==> config.mk <==
export PLATFORM = sky130hd
export DESIGN_NAME = operand_fetch
export DESIGN_NICKNAME = d
export VERILOG_FILES = /design/src/rtl/operand_fetch.sv
export SDC_FILE = /design/constraint.sdc
export NUM_CORES = 1
export LEC_CHECK = 0
export CAP_MARGIN = 30
export CORE_UTILIZATION = 34
export DETAILED_ROUTE_END_ITERATION = 12
export GPL_TIMING_DRIVEN = 0
export PLACE_DENSITY = 0.68
export REMOVE_ABC_BUFFERS = 1
export SYNTH_ARGS = -nofsm -noshare
export SYNTH_HDL_FRONTEND = slang
export SYNTH_SLANG_ARGS = --single-unit
==> constraint.sdc <==
create_clock -name clk -period 1.6 [get_ports clk]
set_clock_uncertainty 0.1 [all_clocks]
set_input_delay 0.16 -clock clk [delete_from_list [all_inputs] [get_ports clk]]
set_output_delay 0.16 -clock clk [all_outputs]
set_load 0.05 [all_outputs]
==> src/rtl/operand_fetch.sv <==
// Decode / operand-fetch stage: splits instruction fields, reads the 4x16 register file
// with same-cycle writeback bypass, and inserts a single bubble on load-use hazards.
module operand_fetch #(
  parameter int WIDTH = 16
) (
  input  logic             clk,
  input  logic             reset,
  input  logic             in_valid,
  input  logic [WIDTH-1:0] in_instr,
  output logic             in_ready,
  input  logic             flush,
  output logic [1:0]       rf_addr1,
  output logic [1:0]       rf_addr2,
  input  logic [WIDTH-1:0] rf_data1,
  input  logic [WIDTH-1:0] rf_data2,
  input  logic             wb_write,
  input  logic [1:0]       wb_addr,
  input  logic [WIDTH-1:0] wb_data,
  output logic             ex_valid,
  output logic [3:0]       ex_op,
  output logic [5:0]       ex_funct,
  output logic [7:0]       ex_imm,
  output logic [WIDTH-1:0] ex_a,
  output logic [WIDTH-1:0] ex_b,
  output logic [1:0]       ex_dest,
  output logic             ex_wr,
  output logic             ex_load
);

  localparam logic [3:0] OP_ADI = 4'h4;
  localparam logic [3:0] OP_ORI = 4'h5;
  localparam logic [3:0] OP_LHI = 4'h6;
  localparam logic [3:0] OP_LWD = 4'h7;
  localparam logic [3:0] OP_SWD = 4'h8;
  localparam logic [3:0] OP_RTY = 4'hF;

  logic [3:0]       op_s;
  logic [1:0]       rs_s;
  logic [1:0]       rt_s;
  logic [1:0]       rd_s;
  logic [5:0]       funct_s;
  logic [7:0]       imm_s;
  logic             uses_rs_s;
  logic             uses_rt_s;
  logic             wr_s;
  logic             load_s;
  logic [1:0]       dest_s;
  logic [WIDTH-1:0] opa_s;
  logic [WIDTH-1:0] opb_s;
  logic             stall_s;

  assign op_s    = in_instr[15:12];
  assign rs_s    = in_instr[11:10];
  assign rt_s    = in_instr[9:8];
  assign rd_s    = in_instr[7:6];
  assign funct_s = in_instr[5:0];
  assign imm_s   = in_instr[7:0];

  assign rf_addr1 = rs_s;
  assign rf_addr2 = rt_s;

  // Field decode: which source registers are read, and what gets written back.
  always_comb begin
    uses_rs_s = 1'b0;
    uses_rt_s = 1'b0;
    wr_s      = 1'b0;
    load_s    = 1'b0;
    dest_s    = rt_s;
    case (op_s)
      OP_RTY: begin
        dest_s    = rd_s;
        wr_s      = (funct_s <= 6'd7);
        uses_rs_s = 1'b1;
        uses_rt_s = 1'b1;
      end
      OP_ADI, OP_ORI: begin
        wr_s      = 1'b1;
        uses_rs_s = 1'b1;
      end
      OP_LHI: begin
        wr_s = 1'b1;
      end
      OP_LWD: begin
        wr_s      = 1'b1;
        load_s    = 1'b1;
        uses_rs_s = 1'b1;
      end
      OP_SWD, 4'h0, 4'h1, 4'h2, 4'h3: begin
        uses_rs_s = 1'b1;
        uses_rt_s = 1'b1;
      end
      default: begin
        uses_rs_s = 1'b0;
        uses_rt_s = 1'b0;
      end
    endcase
  end

  // The register file commits on the same edge we capture, so forward writeback data.
  always_comb begin
    if (wb_write && (wb_addr == rs_s)) begin
      opa_s = wb_data;
    end else begin
      opa_s = rf_data1;
    end
    if (wb_write && (wb_addr == rt_s)) begin
      opb_s = wb_data;
    end else begin
      opb_s = rf_data2;
    end
  end

  // Load-use hazard against the instruction currently held in ID/EX.
  always_comb begin
    if (in_valid && ex_valid && ex_load && ex_wr) begin
      stall_s = (uses_rs_s && (ex_dest == rs_s)) || (uses_rt_s && (ex_dest == rt_s));
    end else begin
      stall_s = 1'b0;
    end
  end

  assign in_ready = ~stall_s;

  // ID/EX pipeline register; bubbles also clear wr/load so a hazard cannot repeat.
  always_ff @(posedge clk) begin
    if (reset) begin
      ex_valid <= 1'b0;
      ex_op    <= 4'h0;
      ex_funct <= 6'h00;
      ex_imm   <= 8'h00;
      ex_a     <= '0;
      ex_b     <= '0;
      ex_dest  <= 2'd0;
      ex_wr    <= 1'b0;
      ex_load  <= 1'b0;
    end else if (flush || stall_s) begin
      ex_valid <= 1'b0;
      ex_wr    <= 1'b0;
      ex_load  <= 1'b0;
    end else begin
      ex_valid <= in_valid;
      ex_op    <= op_s;
      ex_funct <= funct_s;
      ex_imm   <= imm_s;
      ex_a     <= opa_s;
      ex_b     <= opb_s;
      ex_dest  <= dest_s;
      ex_wr    <= wr_s;
      ex_load  <= load_s;
    end
  end

endmodule

* Word-level counts from Yosys, hierarchy flattened
Cells that the tools add are included.
** Word-level totals
- Word-level logic and storage cells :: 46
- Output and inout port bits :: 60
- Memory bits (writable) :: 0
- Memory bits (read-only) :: 0
- Bits in latches :: 0
- Flip-flop bits (word level) :: 55
- Memories kept :: 0
- Input port bits :: 71
** Cells by class
- Bitwise operators :: 1
- $add $sub $neg :: 0
- $lt $le $gt $ge :: 1
- Equality and inequality tests :: 13
- Multiply operators :: 0
- Divide/modulo/power cells :: 0
- Reductions and logical operators :: 14
- Muxes and demuxes :: 8
- Shifts and indexed selects :: 0
** Operators by type and width (count)
- 2-to-1 mux 16 bit :: 2
- == test 4 x 3 -> 1 bit, second input constant :: 4
- OR reduction 9 bit :: 1
- == test 2 bit :: 4
- == test 4 x 2 -> 1 bit, second input constant :: 2
- == test 4 bit, second input constant :: 2
- logical AND 1 bit :: 7
- less-or-equal comparator 6 x 3 -> 1 bit, second input constant :: 1
- OR reduction 6 bit :: 1
- == test 4 x 1 -> 1 bit, second input constant :: 1
- zero test 4 bit :: 1
- 2-to-1 mux 1 bit :: 4
- OR reduction 4 bit :: 1
- logical OR 1 bit :: 2
- 2-to-1 mux 2 bit :: 1
- case mux 1 bit (2 select lines) :: 1
- OR reduction 2 bit :: 1
- inverter 1 bit :: 1

* Depth between registers and ports, before layout
Gate-level depths: netlist (run 1).
- Depth after elaboration :: 8
- Gate-level depth with buffers :: 7
- Mapped depth without buffers :: 4

* Worst setup path before layout (run 1)
Ideal clock, no wire load.
- Path type :: register -> output
- Start :: register ex_dest[1]
- End :: output port in_ready
- Path slack :: -448 ps
- Stages on the path, launching flop included :: 4
- Data required time :: 1340 ps
- Path buffers :: 0
- Arrival time :: 1788 ps
- Path through :: dfxtp_1 > xor2_1 > nor3_1 > a22oi_1
** On the way
- Word-level cells in the longest chain between the ends :: 5
- Elaborated cells on any way between the ends :: 7
- Those cells by class :: eq/ne: 2; mux: 1; bitwise: 1; reduce/logical: 3
** RTL lines
- start, declared :: line 25 : output logic [1:0] ex_dest,
- start signal, assigned :: line 147 : ex_dest <= dest_s;
- == test 2 bit :: line 116 : stall_s = (uses_rs_s && (ex_dest == rs_s)) || (uses_rt_s && (ex_dest == rt_s));
- logical AND 1 bit :: line 116
- logical OR 1 bit * :: line 116
- 2-to-1 mux 1 bit * :: line 115 : if (in_valid && ex_valid && ex_load && ex_wr) begin
- inverter 1 bit * :: line 122 : assign in_ready = ~stall_s;
- end, declared :: line 10 : output logic in_ready,
Mark *: on every way between the ends. The rest lies on a longest branch, timed or not.

* Final worst setup path (run 1)
- Start :: register ex_dest[1]
- End :: register ex_valid
** On the way
- Word-level cells in the longest chain between the ends :: 6
- Elaborated cells on any way between the ends :: 8
- Those cells by class :: eq/ne: 2; mux: 1; reduce/logical: 5
** RTL lines
- == test 2 bit :: line 116
- logical AND 1 bit :: line 116
- logical OR 1 bit * :: line 116
- 2-to-1 mux 1 bit * :: line 115
- logical OR 1 bit * :: line 136 : end else if (flush || stall_s) begin
- OR reduction 2 bit (no line) *
- end signal, assigned :: line 141 : ex_valid <= in_valid;
- end, declared :: line 19 : output logic ex_valid,
Marks and branches as above.
A chain may end at the register's enable or synchronous reset.

==> reports/qor.csv, run 1 <==
stage,metric,value,unit
grt,Total Routing Usage GR,19.5,%
clock_network,worst skew pair latency,0.30,ns
sta,Final WS setup,-0.173,ns
yosys,"Seq/Total Area, Yosys",31.0,%
sta,fin crit share,111,%
drt,Routed wire per std cell,16.5,µm
floorplanning,IO Pins,131,
critical_path,origin of the critical flop-to-flop path,ex_dest[1]$_SDFFE_PP0N_,
status,outcome,finished with violations,
critical_path,worst-path cell chain,xor2_4 > nor3_4 > a221o_4 > buf_6 > buf_16 > nor3b_2,
clock_network,CTS buffer count,5,
clock_network,CTS sink count,49,
floorplanning,FP Rows,34,
drt,Vias/cell,5.23,
grt,initial antenna violation count,0,
placed_design,HPWL Detailed,6.04,mm
critical_path,CP arrival,1.90,ns
layout,final net count,542,
yosys,most frequent cells after synthesis,"nand2b_1 (55), dfxtp_1 (49), mux2i_1 (47)",
critical_path,CP Class,reg -> reg,
drt,# DRC,13,
grt,vias in the first global route,2965,
critical_path,CP required,1.73,ns
sta,fin crit period,1.77,ns
placed_design,I/O Buffers,130,
critical_path,CP max stage cell,a221o_4,
drt,via count,3031,
critical_path,Worst Path Max Fanout,5,
yosys,top-area cell type share of the netlist area,31.0,%
critical_path,CP endpoint kind,register,
floorplanning,core area,8890,µm²
grt,total congestion overflow,0,
sta,Max Fclk,564,MHz
layout,layout cells sized above 1,13.1,%
critical_path,Worst setup SP type,register,
drt,DRT iter0 DRCs,82,
floorplanning,Starting Density,35.6,%
clock_network,CTS H-tree lvls,2,
status,failing checks,"design-rule violations, negative setup slack",
clock_network,clk buf depth,2,
yosys,"count leader, synth",nand2b_1,
power_and_ir_drop,Power Density,712,nW/µm²
yosys,ys async rst share,0,%
sta,Pins Over Slew Limit,0,
clock_network,CTS tree,done,
sta,slew of the pin with the lowest slew margin,0.945,ns
critical_path,Crit path max-delay family,compound AO/OA/AOI/OAI gates,
critical_path,slowest cell delay on critical path,0.50,ns
yosys,synth top area cells,"dfxtp_1 (31%), mux2i_1 (15%), nand2b_1 (11%), and4_1 (8.8%), o21bai_1 (7.6%)",
power_and_ir_drop,overall power,3.47,mW
placed_design,"Cell Area, Placed",4470,µm²
grt,first-pass GRT wire length,15.0,mm
clock_network,root buf cell,clkbuf_8,
job,max-cap check violation count,0,
min_path,Hold Path Class,in -> reg,
drt,DRT Pass-1 Iters,9,
yosys,ys flop type,dfxtp_1,
sta,relative slew slack,37.0,%
sta,final hold violation count,0,
yosys,"Avg Cell Area, Syn",8.93,µm²
layout,n_diodes,0,
drt,final wirelength,9.55,mm
layout,Final Cell Area,4870,µm²
floorplanning,Die X,98.5,µm
grt,largest net degree at the start of global routing,65,
placed_design,Final Wtd Congestion,0.804,
floorplanning,Die Span Y,98.5,µm
yosys,post-synth cell types,32,
critical_path,Worst setup startpoint,ex_dest[1]$_SDFFE_PP0N_,
yosys,Yosys reg bits,49,
yosys,cell area after synthesis,3170,µm²
drt,Routed Antenna Nets,0,
min_path,HP Start,in_instr[12],
placed_design,worst slack at placement,-0.993,ns
power_and_ir_drop,LEAKAGE,2.31,nW
layout,area growth from synthesis to layout,53.7,%
yosys,cell count after synthesis,355,
yosys,synth warn,0,
sta,count of final setup violators,50,
yosys,"area leader, netlist",dfxtp_1,
power_and_ir_drop,Worst IR Drop VDD,0.000330,V
clock_network,clock-pin slew on the worst setup and hold paths,0.10,ns
critical_path,"Buf+Inv Stages, Crit Path",2,
yosys,"EDFF count, synth",0,
floorplanning,die area,9710,µm²
sta,RSZ-0062 raised after global routing,true,
==> per-stage QoR <==
stage	instances	TNS [ns]	hold WS, ns	util [%]
floorplan	310	-58.17	0.130	-
CTS	582	-4.75	0.229	54.9
finish	580	-4.53	0.292	54.8
detailed placement	555	-44.59	0.365	50.2
global placement	548	-95.11	0.358	48.8
global route	580	-7.87	0.307	54.8
==> path summary, 6_finish.rpt <==
check	end	slack (ns)	cells after the start
max	ex_valid$_SDFF_PP0_	-0.17	6
min	ex_op[0]$_SDFFE_PP0N_	0.29	3
max reg2reg	ex_valid$_SDFF_PP0_	-0.17	6
min reg2reg	ex_a[1]$_SDFFE_PP0N_	0.38	2
==> report_power, final <==
part	switching (mW)	internal (mW)
registers	0.0506	1.30
clock network	0.427	0.392
logic	0.768	0.526
==> cells by family after synthesis <==
kind of cell,synth area share [%]
AO/OA/AOI/OAI,16.1
flip-flops,31.0
AND/OR/NAND/NOR,22.7
XOR/XNOR,2.21
buffers and inverters,12.2
multiplexers,15.8
==> flip-flops by register name, summed over array words and instances, names as in the netlist <==
signal / cells
ex_a: 16
ex_b: 16
ex_funct: 5
ex_op: 4
ex_imm: 3
ex_dest: 2
ex_load: 1
ex_valid: 1
ex_wr: 1
==> cell type report <==
type	instances	area, µm²
clock buffer	7	96.3
clock inverter	1	5.00
fill	807	4020
inverter	32	120
multi-input combinational	230	2010
sequential	49	992
tap	108	135
timing repair buffer	153	1510
==> worst min-delay path: stages <==
cell and delay [ns]:
dlygate4sd2_1 0.32, nand2b_1 0.11, mux2i_1 0.06
==> routing by layer <==
layer  share of wire (%)  vias to the layer above  global-route usage, %
li1                    -                     1476                      -
met1                  45                     1442                   23.8
met2                  47                      107                   34.6
met3                 7.2                        6                   4.75
met4                0.70                        0                   4.25
met5                   0                        -                      0
==> cells in the final DEF (no fill, tap or decap), types with 2 or more instances in the layout <==
master	synthesis	final
mux2_4	2	2
buf_2	1	2
clkdlybuf4s15_1	0	2
buf_4	11	7
buf_8	0	6
nor2b_1	2	2
dfxtp_4	0	2
dfxtp_2	0	3
clkbuf_8	0	7
nor3_4	0	2
buf_6	1	7
dlygate4sd2_1	0	65
a31oi_1	32	32
clkdlybuf4s50_1	0	60
nand2b_1	55	55
xor2_2	0	2
nand4_1	2	2
and4_1	32	32
nor2_1	2	2
dfxtp_1	49	44
o21bai_1	32	32
mux2i_1	47	47
xnor2_4	0	4
buf_12	3	2
xor2_4	0	2
inv_1	32	32
==> repair_timing <==
item | in CTS | in global routing
hold buffers | 0 | 0
endpoints found under the hold margin | 0 | 0
gates cloned | 4 | 0
resized for setup | 106 | 12
endpoints found under the setup margin | 109 | 50
buffers inserted | 15 | 1
pin swaps | 8 | 8
No activity file was read; power rests on OpenSTA's default activity.
==> run 2: changes to the inputs <==
Settings changed: ABC_CLOCK_PERIOD_IN_PS set to 1600, CAP_MARGIN 30 to 20, CORE_UTILIZATION 34 to 39, PLACE_DENSITY 0.68 to 0.77.
==> reports/qor.csv, run 2 (synthesized netlist as in run 1, its figures left out) <==
stage,metric,value,unit,change
drt,Vias/cell,5.39,,+3.1%
floorplanning,Die Span Y,92.1,µm,-6.5%
sta,slew of the pin with the lowest slew margin,0.906,ns,-0.0392 ns
sta,WHS,0.305,ns,+0.0133 ns
layout,layout cells sized above 1,12.5,%,-0.61 points
drt,via count,3088,,+1.9%
floorplanning,die area,8490,µm²,-13%
clock_network,CTS buffer count,5,,unchanged
sta,fin crit period,1.85,ns,+0.0801 ns
critical_path,CP Class,in -> reg,,
placed_design,I/O Buffers,130,,unchanged
clock_network,clock-pin slew on the worst setup and hold paths,0.09,ns,about the same
sta,Max Fclk,540,MHz,-4.3%
placed_design,"Cell Area, Placed",4460,µm²,-0.17%
power_and_ir_drop,Power Density,705,nW/µm²,-0.96%
grt,vias in the first global route,2975,,+0.34%
clock_network,worst skew pair latency,0.30,ns,about the same
clock_network,root buf cell,clkbuf_8,,
drt,final wirelength,9.42,mm,-1.4%
drt,DRT Pass-1 Iters,4,,-5
floorplanning,FP Rows,32,,-5.9%
critical_path,CP required,1.69,ns,-0.04 ns
placed_design,worst slack at placement,-0.980,ns,+0.0133 ns
sta,count of final setup violators,50,,unchanged
critical_path,"setup slack, reg-to-reg",-0.23,ns,-0.06 ns
floorplanning,core area,7810,µm²,-12%
sta,Final WS setup,-0.253,ns,-0.0801 ns
power_and_ir_drop,overall power,3.40,mW,-1.8%
clock_network,CTS tree,done,,
critical_path,Worst setup startpoint,in_instr[15],,
drt,Routed Antenna Nets,0,,unchanged
min_path,Hold Path Class,in -> reg,,
status,failing checks,negative setup slack,,
critical_path,Worst Path Max Fanout,7,,+2
layout,largest registers,"ex_a (16), ex_b (16), ex_funct (5)",,
floorplanning,Die X,92.1,µm,-6.5%
clock_network,clk buf depth,2,,unchanged
clock_network,CTS sink count,49,,unchanged
layout,area growth from synthesis to layout,52.4,%,
critical_path,Reg2Reg Capture Point,ex_dest[0]$_SDFFE_PP0N_,,
floorplanning,IO Pins,131,,unchanged
sta,final hold violation count,0,,unchanged
power_and_ir_drop,LEAKAGE,2.30,nW,-0.50%
drt,Routed wire per std cell,16.4,µm,-0.17%
sta,fin crit share,116,%,+5.0 points
sta,relative slew slack,39.6,%,+2.6 points
clock_network,CTS H-tree lvls,2,,unchanged
job,max-cap check violation count,0,,unchanged
sta,RSZ-0062 raised after global routing,true,,
drt,DRT iter0 DRCs,149,,+82%
layout,final net count,542,,unchanged
grt,initial antenna violation count,0,,unchanged
status,outcome,finished with violations,,
critical_path,origin of the critical flop-to-flop path,ex_dest[1]$_SDFFE_PP0N_,,
critical_path,Worst setup SP type,primary input,,
critical_path,CP arrival,1.94,ns,+0.04 ns
power_and_ir_drop,Worst IR Drop VDD,0.000375,V,+14%
grt,largest net degree at the start of global routing,65,,unchanged
grt,Total Routing Usage GR,22.3,%,+2.8 points
min_path,HP Start,in_instr[12],,
grt,first-pass GRT wire length,15.0,mm,-0.51%
critical_path,Critical Path End,ex_dest[0]$_SDFFE_PP0N_,,
layout,most frequent cells in the layout,"dlygate4sd2_1 (67), clkdlybuf4s50_1 (60), nand2b_1 (55)",,
grt,total congestion overflow,0,,unchanged
placed_design,Final Wtd Congestion,0.803,,about the same
drt,# DRC,0,,-13
floorplanning,Starting Density,40.6,%,+4.9 points
layout,n_diodes,0,,unchanged
critical_path,R2R depth,5,,-1
sta,Pins Over Slew Limit,0,,unchanged
layout,"commonest non-fill, non-tap cell in the layout",dlygate4sd2_1,,
placed_design,HPWL Detailed,5.96,mm,-1.4%
critical_path,CP endpoint kind,register,,
clock_network,Post-CTS Hold Fix Bufs,0,,unchanged
layout,Final Cell Area,4830,µm²,-0.85%
## run 2: per-stage QoR
step | util (%) | cells | setup TNS (ns)
final | 61.9 | 573 | -7.19
after global routing | 61.9 | 573 | -9.80
after CTS | 61.6 | 572 | -4.79
after detailed placement | 57.1 | 549 | -42.20
after global placement | 55.5 | 542 | -90.89
after floorplan | - | 310 | -58.17
## run 2: layer usage
metal | GRT usage (%) | up-vias | part of all wire [%]
met2 | 38.9 | 150 | 48
li1 | - | 1465 | -
met5 | 0 | - | 0
met1 | 26.7 | 1449 | 43
met4 | 8.20 | 0 | 2.6
met3 | 4.98 | 24 | 7.0
## run 2: how the worst min path moves through the flow
stage,end,slack [ns],depth (start not counted)
detailed placement,ex_op[3]$_SDFFE_PP0N_,0.37,2
finish,ex_op[0]$_SDFFE_PP0N_,0.31,3
CTS,ex_load$_SDFF_PP0_,0.26,2
global route,ex_op[0]$_SDFFE_PP0N_,0.30,3
floorplan,ex_valid$_SDFF_PP0_,0.13,1
global placement,ex_op[2]$_SDFFE_PP0N_,0.36,2
## run 2: power by group
part / switching (mW) / internal, mW / total (mW)
Clock: 0.413 / 0.345 / 0.758
Combinational: 0.764 / 0.528 / 1.29
Sequential: 0.0510 / 1.30 / 1.35
Total: 1.23 / 2.18 / 3.40
## run 2: what timing repair did
action | in CTS | in global routing
cloned | 2 | 0
gates resized for setup | 102 | 6
setup buffers | 14 | 2
setup endpoints to repair | 109 | 50
pin swaps | 7 | 5
endpoints found under the hold margin | 0 | 0
## run 2: final cells by class
class,instances,area (µm²)
multi-input combinational,229,1980
timing repair buffer,154,1520
inverter,32,120
tap,102,128
fill,686,2980
sequential,49,991
clock buffer,7,86.3
## run 2: critical path, stage by stage
cell and delay (ns):
dlygate4sd2_1 0.43, o21a_2 0.23, o221ai_2 0.18, a221o_4 0.51
buf_6 0.15, mux2_4 0.28
==> run 3: changes to the inputs <==
Settings changed: ABC_CLOCK_PERIOD_IN_PS 1600 to 2150, CORE_MARGIN set to 8, CORE_UTILIZATION 39 to 47, PLACE_DENSITY 0.77 to 0.87.
Clock period 1.6 ns to 2.15 ns, I/O delays scaled along.
==> reports/qor.csv, run 3 (synthesized netlist as in run 1, its figures left out) <==
stage,metric,value,unit,change
status,outcome,"finished, final reports clean",,
critical_path,Reg2Reg Capture Point,ex_dest[1]$_SDFFE_PP0N_,,
layout,"commonest non-fill, non-tap cell in the layout",clkdlybuf4s50_1,,
critical_path,CP endpoint kind,register,,
critical_path,CP arrival,2.25,ns,+0.31 ns
layout,n_diodes,0,,unchanged
critical_path,CP max stage cell,clkdlybuf4s50_1,,
critical_path,Critical Path End,ex_dest[1]$_SDFFE_PP0N_,,
critical_path,CP required,2.25,ns,+0.56 ns
sta,Max Fclk,466,MHz,
drt,DRT Pass-1 Iters,4,,unchanged
power_and_ir_drop,Worst IR Drop VDD,0.000310,V,-17%
sta,Pins Over Slew Limit,0,,unchanged
min_path,Hold Path Class,in -> reg,,
grt,largest net degree at the start of global routing,68,,+4.6%
grt,first-pass GRT wire length,16.4,mm,+9.9%
floorplanning,Die X,98.1,µm,+6.5%
layout,Layout fillers,499,,-27%
sta,fin crit period,2.15,ns,
clock_network,root buf cell,clkbuf_8,,
sta,slew of the pin with the lowest slew margin,0.958,ns,+0.0515 ns
layout,layout cells sized above 1,9.29,%,-3.2 points
placed_design,Final Wtd Congestion,0.796,,-0.81%
critical_path,CP Class,in -> reg,,
power_and_ir_drop,LEAKAGE,2.03,nW,-12%
drt,DRT iter0 DRCs,97,,-35%
clock_network,CTS tree,done,,
clock_network,clk buf depth,2,,unchanged
grt,initial antenna violation count,0,,unchanged
grt,total congestion overflow,0,,unchanged
critical_path,slowest cell delay on critical path,0.48,ns,-0.03 ns
drt,via count,3081,,-0.23%
layout,largest registers,"ex_a (16), ex_b (16), ex_funct (5)",,
layout,Final Cell Area,4690,µm²,-2.9%
power_and_ir_drop,Power Density,548,nW/µm²,-22%
grt,Total Routing Usage GR,20.6,%,-1.7 points
drt,Routed Antenna Nets,0,,unchanged
clock_network,CTS H-tree lvls,2,,unchanged
drt,Routed wire per std cell,19.4,µm,+18%
sta,fin crit share,99.8,%,
clock_network,worst skew pair latency,0.30,ns,about the same
placed_design,HPWL Detailed,7.11,mm,+19%
floorplanning,FP Rows,30,,-6.3%
critical_path,origin of the critical flop-to-flop path,ex_wr$_SDFF_PP0_,,
sta,final hold violation count,0,,unchanged
placed_design,worst slack at placement,-0.647,ns,+0.333 ns
critical_path,"setup slack, reg-to-reg",0.03,ns,+0.26 ns
floorplanning,die area,9630,µm²,+13%
placed_design,"Cell Area, Placed",4440,µm²,-0.36%
critical_path,Worst Path Max Fanout,17,,+10
critical_path,Worst setup SP type,primary input,,
layout,area growth from synthesis to layout,48.0,%,
clock_network,clock-pin slew on the worst setup and hold paths,0.10,ns,about the same
job,max-cap check violation count,0,,unchanged
grt,vias in the first global route,3142,,+5.6%
power_and_ir_drop,overall power,2.57,mW,-24%
critical_path,worst-path cell chain,clkdlybuf4s50_1 > nand4_1 > nor3_4 > buf_4 > a221o_4 > buf_16 > mux2_4,,
layout,most frequent cells in the layout,"clkdlybuf4s50_1 (124), nand2b_1 (55), dfxtp_1 (49)",,
min_path,Worst Hold Path Cells,2,,-1
sta,Final WS setup,0.00347,ns,+0.256 ns
sta,Fin Setup TNS,0,ns,+7.19 ns
drt,final wirelength,10.5,mm,+12%
sta,count of final setup violators,0,,-100%
floorplanning,Starting Density,47.7,%,+7.1 points
drt,Vias/cell,5.67,,+5.3%
layout,fin util,70.6,%,+8.7 points
clock_network,CTS sink count,49,,unchanged
min_path,HP Start,in_instr[15],,
sta,relative slew slack,36.2,%,-3.4 points
critical_path,R2R depth,6,,+1
floorplanning,IO Pins,131,,unchanged
floorplanning,Die Span Y,98.1,µm,+6.5%
drt,# DRC,0,,unchanged
critical_path,Worst setup startpoint,in_valid,,
floorplanning,core area,6640,µm²,-15%
clock_network,CTS buffer count,5,,unchanged
layout,final net count,533,,-1.7%
placed_design,I/O Buffers,130,,unchanged
run 3: worst max-delay path: cells and delay by family:
| kind | cells | cell delay (ns) |
|---|---|---|
| compound gates | 1 | 0.19 |
| buf+inv | 3 | 0.84 |
| mux | 1 | 0.30 |
| simple gates | 2 | 0.69 |
run 3: repair_timing:
item	4_1_cts	5_1_grt
hold buffers	0	0
setup buffers	3	4
gates cloned	1	0
setup endpoints to repair	29	10
gates resized for setup	8	10
pin swaps	1	3
run 3: power breakdown:
| group | switching (mW) | internal (mW) | leakage [nW] | total (mW) |
|---|---|---|---|---|
| clock | 0.326 | 0.262 | 0.0512 | 0.588 |
| combinational | 0.567 | 0.407 | 1.57 | 0.975 |
| sequential | 0.0382 | 0.970 | 0.404 | 1.01 |
run 3: final cells by class:
type	count	area (µm²)	area share (%)
Sequential cell	49	981	20.9
Inverter	32	120	2.56
Multi-Input combinational cell	230	1910	40.8
Clock inverter	2	13.8	0.293
Timing Repair Buffer	144	1480	31.5
Clock buffer	6	82.6	1.76
Tap cell	80	100	2.13
run 3: worst min-delay path by stage:
stage	end	slack, ns
final	ex_load$_SDFF_PP0_	0.29
after global routing	ex_load$_SDFF_PP0_	0.28
after CTS	ex_imm[6]$_SDFFE_PP0N_	0.38
after detailed placement	ex_imm[6]$_SDFFE_PP0N_	0.36
after global placement	ex_imm[6]$_SDFFE_PP0N_	0.36
after floorplan	ex_valid$_SDFF_PP0_	0.18
run 3: through the flow:
stage,hold WS (ns),std cells
floorplan,0.185,310
global placement,0.359,520
detailed placement,0.363,527
CTS,0.382,539
global route,0.280,543
finish,0.291,543
run 3: layer usage:
| metal | up-vias | GRT usage (%) | part of all wire (%) |
|---|---|---|---|
| met1 | 1456 | 24.9 | 42 |
| met3 | 18 | 6.47 | 7.9 |
| met5 | - | 0 | 0 |
| met4 | 0 | 3.84 | 1.9 |
| met2 | 148 | 35.1 | 48 |
| li1 | 1459 | - | - |
